==> config.mk <==
export PLATFORM = sky130hd
export DESIGN_NAME = hpf_env_detect
export DESIGN_NICKNAME = d
export VERILOG_FILES = /design/src/rtl/pvmae_pkg.sv /design/src/rtl/abs_sat.sv /design/src/rtl/hpf_env_detect.sv
export SDC_FILE = /design/constraint.sdc
export NUM_CORES = 1
export LEC_CHECK = 0
export CAP_MARGIN = 20
export CORE_MARGIN = 1.5
export CORE_UTILIZATION = 40
export CTS_CLUSTER_DIAMETER = 150
export DETAILED_ROUTE_END_ITERATION = 8
export SLEW_MARGIN = 25
export SYNTH_ARGS = -nofsm -noshare
export SYNTH_HDL_FRONTEND = slang
export SYNTH_SLANG_ARGS = --single-unit
==> constraint.sdc <==
create_clock -name insclk -period 5.8 [get_ports insclk]
set_input_delay 1.16 -clock insclk [delete_from_list [all_inputs] [get_ports insclk]]
set_output_delay 1.16 -clock insclk [all_outputs]
set_load 0.05 [all_outputs]
==> src/rtl/pvmae_pkg.sv <==
// Shared constants and types for the high-pass envelope detector.
// Holds the FSM state encoding and the sample width.
package pvmae_pkg;

  localparam int SAMPLE_W = 32;

  typedef enum logic [1:0] {
    IDLE    = 2'd0,
    QUAL    = 2'd1,
    ACTIVE  = 2'd2,
    HOLDOFF = 2'd3
  } state_t;

  function automatic int unsigned umax(
    input int unsigned a,
    input int unsigned b
  );
    return (a > b) ? a : b;
  endfunction

endpackage

==> src/rtl/abs_sat.sv <==
// Signed-to-unsigned absolute value.
// The most negative input clamps to the largest positive value.
module abs_sat
  import pvmae_pkg::*;
(
  input  logic signed [SAMPLE_W-1:0] i_x,
  output logic        [SAMPLE_W-1:0] o_abs
);

  localparam logic [SAMPLE_W-1:0] MIN_NEG =
    {1'b1, {(SAMPLE_W-1){1'b0}}};
  localparam logic [SAMPLE_W-1:0] MAX_POS =
    {1'b0, {(SAMPLE_W-1){1'b1}}};

  logic [SAMPLE_W-1:0] w_raw;

  assign w_raw = i_x;

  always_comb begin
    o_abs = w_raw;
    if (i_x[SAMPLE_W-1]) begin
      if (w_raw == MIN_NEG) o_abs = MAX_POS;
      else                  o_abs = (~w_raw) + 1'b1;
    end
  end

endmodule

==> src/rtl/hpf_env_detect.sv <==
// Envelope detector behind the biquad high-pass stage: rectify,
// leaky-integrate, then qualify threshold crossings with an FSM.
module hpf_env_detect
  import pvmae_pkg::*;
#(
  parameter int unsigned SHIFT       = 4,
  parameter int unsigned THRESH_ON   = 4096,
  parameter int unsigned THRESH_OFF  = 2048,
  parameter int unsigned HOLD_CYC    = 16,
  parameter int unsigned HOLDOFF_CYC = 64
)(
  input  logic                       insclk,
  input  logic                       rstn,
  input  logic signed [SAMPLE_W-1:0] y2,
  output logic                       outsclk,
  output logic        [SAMPLE_W-1:0] env,
  output logic                       event_lvl,
  output logic                       event_pulse,
  output logic        [SAMPLE_W-1:0] peak,
  output logic        [15:0]         evt_count
);

  localparam int unsigned CNT_W =
    $clog2(umax(HOLD_CYC, HOLDOFF_CYC) + 1);

  localparam logic [CNT_W-1:0] HOLD_N = CNT_W'(HOLD_CYC);
  localparam logic [CNT_W-1:0] HOFF_N = CNT_W'(HOLDOFF_CYC);
  localparam logic [CNT_W-1:0] CNT_1  = CNT_W'(1);

  localparam logic [SAMPLE_W-1:0] TON  = SAMPLE_W'(THRESH_ON);
  localparam logic [SAMPLE_W-1:0] TOFF = SAMPLE_W'(THRESH_OFF);

  if (THRESH_OFF > THRESH_ON) begin : g_bad_thresh
    $error("hpf_env_detect: THRESH_OFF > THRESH_ON");
  end

  if (SHIFT < 1 || SHIFT > 15) begin : g_bad_shift
    $error("hpf_env_detect: SHIFT outside 1..15");
  end

  logic [SAMPLE_W-1:0] w_abs;
  logic [SAMPLE_W-1:0] r_abs;
  logic [SAMPLE_W-1:0] r_env;
  logic [SAMPLE_W-1:0] w_env_nxt;
  logic signed [SAMPLE_W:0] w_diff;
  logic signed [SAMPLE_W:0] w_step;
  logic signed [SAMPLE_W:0] w_sum;

  state_t              r_state;
  state_t              w_state_nxt;
  logic [CNT_W-1:0]    r_cnt;
  logic [CNT_W-1:0]    w_cnt_nxt;
  logic                r_pulse;
  logic                w_pulse_nxt;
  logic [SAMPLE_W-1:0] r_peak;
  logic [SAMPLE_W-1:0] w_peak_nxt;
  logic [15:0]         r_evt_count;
  logic                w_inc;
  logic                w_ge_on;
  logic                w_lt_off;

  abs_sat u_abs (
    .i_x   (y2),
    .o_abs (w_abs)
  );

  // Step toward abs_r; the result always lies between env and abs_r.
  assign w_diff    = $signed({1'b0, r_abs}) - $signed({1'b0, r_env});
  assign w_step    = w_diff >>> SHIFT;
  assign w_sum     = $signed({1'b0, r_env}) + w_step;
  assign w_env_nxt = w_sum[SAMPLE_W-1:0];

  assign w_ge_on  = (r_env >= TON);
  assign w_lt_off = (r_env <  TOFF);

  always_comb begin
    w_state_nxt = r_state;
    w_cnt_nxt   = r_cnt;
    w_pulse_nxt = 1'b0;
    w_peak_nxt  = r_peak;
    w_inc       = 1'b0;
    unique case (r_state)
      IDLE: begin
        if (w_ge_on) begin
          w_state_nxt = QUAL;
          w_cnt_nxt   = CNT_1;
        end
      end
      QUAL: begin
        if (w_lt_off) begin
          w_state_nxt = IDLE;
          w_cnt_nxt   = '0;
        end else if (r_cnt == HOLD_N) begin
          w_state_nxt = ACTIVE;
          w_cnt_nxt   = '0;
          w_pulse_nxt = 1'b1;
          w_peak_nxt  = r_env;
          w_inc       = (r_evt_count != 16'hFFFF);
        end else begin
          w_cnt_nxt = r_cnt + CNT_1;
        end
      end
      ACTIVE: begin
        if (r_env > r_peak) w_peak_nxt = r_env;
        if (w_lt_off) begin
          w_state_nxt = HOLDOFF;
          w_cnt_nxt   = CNT_1;
        end
      end
      HOLDOFF: begin
        if (r_cnt == HOFF_N) begin
          w_state_nxt = IDLE;
          w_cnt_nxt   = '0;
        end else begin
          w_cnt_nxt = r_cnt + CNT_1;
        end
      end
      default: begin
        w_state_nxt = IDLE;
        w_cnt_nxt   = '0;
      end
    endcase
  end

  always_ff @(posedge insclk or negedge rstn) begin
    if (!rstn) begin
      r_abs   <= '0;
      r_env   <= '0;
      r_state <= IDLE;
      r_cnt   <= '0;
      r_pulse <= 1'b0;
      r_peak  <= '0;
    end else begin
      r_abs   <= w_abs;
      r_env   <= w_env_nxt;
      r_state <= w_state_nxt;
      r_cnt   <= w_cnt_nxt;
      r_pulse <= w_pulse_nxt;
      r_peak  <= w_peak_nxt;
    end
  end

  // Written only on increment so the count is held between events.
  always_ff @(posedge insclk or negedge rstn) begin
    if (!rstn) begin
      r_evt_count <= '0;
    end else if (w_inc) begin
      r_evt_count <= r_evt_count + 16'd1;
    end
  end

  assign outsclk     = insclk;
  assign env         = r_env;
  assign event_lvl   = (r_state == ACTIVE);
  assign event_pulse = r_pulse;
  assign peak        = r_peak;
  assign evt_count   = r_evt_count;

endmodule

==> results of run 1 <==
[registers in the layout, indices dropped and copies added (netlist names), named ones only]
name	count
env	32
evt_count	16
peak	32
r_state	1
event_pulse	1
r_abs	32
r_cnt	7
[per-stage QoR]
| stage | cell area (um^2) | hold WS, ps | utilization |
|---|---|---|---|
| after floorplan | 8620 | 468 | - |
| after global placement | 10100 | 476 | 0.477 |
| after detailed placement | 10100 | 484 | 0.477 |
| after CTS | 10700 | 492 | 0.508 |
| after global routing | 10700 | 499 | 0.509 |
| final | 10700 | 492 | 0.509 |
[cells by family (layout without fill, tap and decap cells)]
family | count (synthesis) | count (layout) | synth area share
simple gates | 247 | 247 | 0.148
compound gates | 228 | 228 | 0.173
flops | 122 | 122 | 0.354
fa+ha+maj | 101 | 101 | 0.148
buf+inv | 95 | 231 | 0.0443
xor+xnor | 93 | 93 | 0.0945
mux | 33 | 33 | 0.0386
[final cells by class]
class / count / share of cell area
clock inverter: 12 / 0.0140
multi-input combinational: 702 / 0.484
sequential: 122 / 0.285
tap: 275 / 0.0321
clock buffer: 23 / 0.0483
timing repair buffer: 119 / 0.110
inverter: 77 / 0.0269
[placed cells by master, fill, tap and decap left out, drive strengths merged, types with 6 or more instances in the layout]
cell,netlist,final
clkbuf,10,23
o21a,7,7
nor3,12,12
nor4,10,10
o41ai,6,6
a31oi,9,9
o31ai,14,14
a211oi,8,8
nand3,22,22
nor2,44,44
o21ai,46,46
mux2i,31,31
nand2b,14,14
and3,12,12
nand4,21,21
xor2,43,43
o211ai,9,9
inv,77,78
dfrtp,122,122
a21o,45,45
ha,100,100
or3,8,8
nand2,65,65
a21oi,58,58
nor2b,17,17
clkdlybuf4s50,0,115
xnor2,50,50
[worst reg2reg max path: cells and delay by family (launching register included)]
kind | cells | cell delay, ps
adder cells (fa/ha/maj) | 2 | 730
AND/OR/NAND/NOR | 1 | 230
buffers and inverters | 1 | 90
AO/OA/AOI/OAI | 12 | 3180
XOR/XNOR | 2 | 320
flip-flops | 1 | 400
[final timing paths]
check,endpoint,slack [ps]
max,env[30]$_DFF_PN0_,730
min,evt_count[8]$_DFFE_PN0P_,490
max reg2reg,env[30]$_DFF_PN0_,730
min reg2reg,evt_count[8]$_DFFE_PN0P_,490
max in group asynchronous,r_abs[23]$_DFF_PN0_,3790
min in group asynchronous,r_cnt[4]$_DFFE_PN0P_,670
[metal layers]
metal,track usage,up-vias,part of all wire
met5,0,-,0
met4,0.0662,0,0.012
met3,0.0421,12,0.049
met2,0.285,164,0.42
met1,0.281,3277,0.52
li1,-,3557,-
==> flow_metrics.tcl, run 1 <==
set metrics [dict create \
    critPathTopFamily "compound AO/OA/AOI/OAI gates" \
    crit_cells 18 \
    syn_inst 919 \
    port-buffer-count 116 \
    synthTopCellsByCount "122 x dfrtp_1, 100 x ha_1, 77 x inv_1, 65 x nand2_1, 58 x a21oi_1" \
    remaining_drc_errors 0 \
    cts_tree "built" \
    clk_latency_ps 540 \
    instances_no_fill 1330 \
    synth_edf_count 0 \
    overflow 0 \
    setup_viol 0 \
    die_h_um 150 \
    seq_area_um2 3050 \
    max_freq_mhz 197 \
    yosysTopAreaCellShare 0.354 \
    synthArstFlopShare 1.00 \
    crit_path_max_incr_delay_ps 470 \
    drv_cap 0 \
    fp.coreArea_um2 21100 \
    worst_pin_slew_ps 900 \
    hold_buffers 0 \
    clk_pin_slew_ps 60 \
    setup.worst_path.end_class "flop" \
    dp_cells 1295 \
    gp_congestion 0.869 \
    holdPathStages 1 \
    critPathSlowestCell "a311oi_1" \
    synth-seq-cells 122 \
    first_global_vias 6624 \
    synth_flop_cell "dfrtp_1" \
    cp_num_buf_inv 1 \
    antenna_found_initial 0 \
    vias 7010 \
    relSlewSlack 0.400 \
    start_util 0.409 \
    n_antenna_cell 0 \
    min_from "evt_count[8]$_DFFE_PN0P_" \
    worst_ep_required_time_ps 6210 \
    die_x_um 150 \
    r2r_start "env[8]$_DFF_PN0_" \
    crit_path_start "env[8]$_DFF_PN0_" \
    hold_path_class "flop to flop" \
    critPathArrivalTime_ps 5490 \
    setup_ws_ps 726 \
    yosysWarnings 0 \
    clock_skew_ps 13.3 \
    startpoint_type "flop" \
    fillers 1979 \
    multiInputGateArea_um2 5200 \
    hpwl_um 16300 \
    setup_tns_ps 0 \
    crit_chain "inv_1 > ha_1 > a211oi_1 > o211ai_1 > a41oi_1 > o21a_1 > o21ai_0 > xor2_1 > ha_1 > and3_1 > a221o_1 > a221oi_1 > o21ai_1 > o41ai_2 > o221ai_1 > a311oi_1 > o21ai_1 > xor2_1" \
    maxSlewViolCount 0 \
    io_pins 117 \
    vias_per_cell 5.27 \
    hold_viol 0 \
    final.min_clock_period_ps 5070 \
    post-place-ws_ps 788 \
    critical_path.max_fanout 8 \
    syn_area_um2 8620 \
    rsz0062_at_grt "false" \
    dieArea_um2 22400 \
    yosysSeqAreaShare 0.354 \
    cts_resized 0 \
    antenna_left 0 \
    synth_area_leaders "dfrtp_1 35%, ha_1 15%, xnor2_1 5.1%, xor2_1 4.4%, a21o_1 3.9%" \
    grt_pass1_wl_um 33700 \
    synth_area_leader_cell "dfrtp_1" \
    rr_worst_depth 18 \
    area_delta_synth_final_pct 24.5 \
    drt-pass1-iter-count 5 \
    syn_nets 1054 \
    drt_iter0_drc 350 \
    avgSynthCellArea_um2 9.38 \
    cts_setup_buffers 0 \
    period_share 0.875 \
    yosysMostFrequentCell "dfrtp_1" \
    rows 53 \
    grt_max_degree 68 \
    critPathKind "flop to flop" \
    status "finished clean" \
    postRouteWirelength_um 20700 \
    layout-drive-gt1-share 0.0455 \
    track_usage 0.194 \
    ys_types 60 \
    finish.net_count 1178 \
    wl_per_cell_um 15.6 \
]
Power of run 1 is left out: the tool's default activity adds up to more than one toggle a clock period on the data nets, which glitch-free logic cannot reach.
==> inputs of run 2 (changes only) <==
--- a/config.mk
+++ b/config.mk
@@ -8,8 +8,10 @@
 export CAP_MARGIN = 20
 export CORE_MARGIN = 1.5
 export CORE_UTILIZATION = 40
+export CTS_BUF_LIST = sky130_fd_sc_hd__clkbuf_4
 export CTS_CLUSTER_DIAMETER = 150
 export DETAILED_ROUTE_END_ITERATION = 8
+export REMOVE_ABC_BUFFERS = 1
 export SLEW_MARGIN = 25
 export SYNTH_ARGS = -nofsm -noshare
 export SYNTH_HDL_FRONTEND = slang
==> run 2 against run 1 <==
Against the previous run:
- flip-flop and latch count unchanged
- global-route usage is 0.17 points higher
- cell count unchanged
- core utilization down 1.8 points
- highest routed layer unchanged
- first-iteration DRC count rose by 5.1%
- largest cell class unchanged
- sequential share of layout area rose by 1.1 points
- maximum frequency up 1.4%
- register-to-register slack improved by 70 ps
- design area fell by 3.6%
- critical path depth unchanged
- setup slack better by 69 ps
==> flow_metrics.tcl, run 2 (synthesis gave the netlist of run 1 again) <==
set metrics [dict create \
    drt_iter0_drc 368 \
    finish.net_count 1176 \
    cts_setup_buffers 0 \
    period_share 0.863 \
    critPathArrivalTime_ps 5550 \
    track_usage 0.196 \
    clock_skew_ps 30.9 \
    mostFrequentLayoutCells "122 x dfrtp_1, 114 x clkdlybuf4s50_1, 100 x ha_1" \
    port-buffer-count 116 \
    rsz0062_at_grt "false" \
    remaining_drc_errors 0 \
    antenna_found_initial 1 \
    drt-pass1-iter-count 5 \
    dp_cells 1294 \
    start_util 0.409 \
    cts_resized 0 \
    die_h_um 150 \
    fin_util 0.491 \
    max_freq_mhz 200 \
    fp.coreArea_um2 21100 \
    postRouteWirelength_um 20800 \
    layout_commonest_cell "dfrtp_1" \
    area_delta_synth_final_pct 20.1 \
    met3_usage 0.0430 \
    crit_chain "inv_1 > ha_1 > a211oi_1 > o211ai_1 > a41oi_1 > o21a_1 > o21ai_0 > xor2_1 > ha_1 > and3_1 > a221o_1 > a221oi_1 > o21ai_1 > o41ai_2 > o221ai_1 > a311oi_1 > o21ai_1 > xor2_1" \
    relSlewSlack 0.376 \
    worst_pin_slew_ps 933 \
    status "finished clean" \
    cts_tree "built" \
    fillers 2061 \
    first_global_vias 6840 \
    wl_per_cell_um 15.6 \
    critPathSlowestCell "a311oi_1" \
    die_x_um 150 \
    crit_path_max_incr_delay_ps 430 \
    hold_viol 0 \
    grt_pass1_wl_um 34400 \
    io_pins 117 \
    grt-busiest-layer "met2" \
    setup_tns_ps 0 \
    antenna_left 0 \
    setup_viol 0 \
    clk_latency_ps 670 \
    critPathKind "flop to flop" \
    gp_congestion 0.859 \
    vias 7017 \
    setup.worst_path.end_class "flop" \
    startpoint_type "flop" \
    clk_pin_slew_ps 130 \
    final.min_clock_period_ps 5000 \
    use_met1 0.284 \
    drv_cap 0 \
    hold_buffers 0 \
    worst_ep_required_time_ps 6350 \
    overflow 0 \
    dieArea_um2 22400 \
    vias_per_cell 5.28 \
    instances_no_fill 1330 \
    maxSlewViolCount 0 \
    critical_path.max_fanout 8 \
    layout-drive-gt1-share 0.0436 \
    hpwl_um 16400 \
    grt_use_met2 0.290 \
    rows 53 \
    hold_path_class "input pin to asynchronous set/reset pin" \
    grt_max_degree 76 \
]
==> run 2: layout make-up <==
| type | count | area (um^2) | share of cell area |
|---|---|---|---|
| inverter | 77 | 289 | 0.0279 |
| timing repair buffer | 117 | 1160 | 0.112 |
| sequential | 122 | 3050 | 0.295 |
| antenna | 1 | 2.50 | 0.000242 |
| clock buffer | 22 | 168 | 0.0162 |
| multi-input combinational | 702 | 5200 | 0.502 |
| clock inverter | 14 | 130 | 0.0126 |
| tap | 275 | 344 | 0.0333 |
==> run 2: stage by stage <==
| step | worst slack, ps | hold WS (ps) | cell area, um^2 |
|---|---|---|---|
| final | 795 | 484 | 10300 |
| after global routing | 322 | 501 | 10300 |
| after CTS | 743 | 506 | 10300 |
| after detailed placement | 775 | 489 | 10100 |
| after global placement | 891 | 474 | 10100 |
| after floorplan | 788 | 468 | 8520 |
==> run 2: worst paths after layout <==
| kind | from | end | slack, ps | cells past startpoint |
|---|---|---|---|---|
| max in group asynchronous | rstn | env[31]$_DFF_PN0_ | 4210 | 2 |
| min | rstn | peak[4]$_DFFE_PN0P_ | 480 | 1 |
| min reg2reg | evt_count[15]$_DFFE_PN0P_ | evt_count[15]$_DFFE_PN0P_ | 500 | 1 |
| max reg2reg | env[8]$_DFF_PN0_ | env[30]$_DFF_PN0_ | 800 | 18 |
| max | env[8]$_DFF_PN0_ | env[30]$_DFF_PN0_ | 800 | 18 |
| min in group insclk | evt_count[15]$_DFFE_PN0P_ | evt_count[15]$_DFFE_PN0P_ | 500 | 1 |
==> run 2: critical path, delay by kind of cell (launching register included) <==
kind / cells / cell delay (ps)
simple gates: 1 / 220
xor+xnor: 2 / 320
compound gates: 12 / 3110
fa+ha+maj: 2 / 740
flops: 1 / 420
buf+inv: 1 / 90
==> run 2: layer usage <==
layer / up-vias / routed length, um / share of wire
met2: 176 / 8860 / 0.43
met4: 0 / 321 / 0.015
met1: 3255 / 10500 / 0.51
met3: 25 / 1090 / 0.052
met5: - / 0 / 0
li1: 3561 / - / -
Power of run 2 is left out for the same reason.
==> inputs of run 3 (changes only) <==
--- a/config.mk
+++ b/config.mk
@@ -9,7 +9,6 @@
 export CORE_MARGIN = 1.5
 export CORE_UTILIZATION = 40
 export CTS_BUF_LIST = sky130_fd_sc_hd__clkbuf_4
-export CTS_CLUSTER_DIAMETER = 150
 export DETAILED_ROUTE_END_ITERATION = 8
 export REMOVE_ABC_BUFFERS = 1
 export SLEW_MARGIN = 25
==> results of run 3 <==
Final layout, timing and power as in run 2 (identical DEF).
Power of run 3 is left out for the same reason.
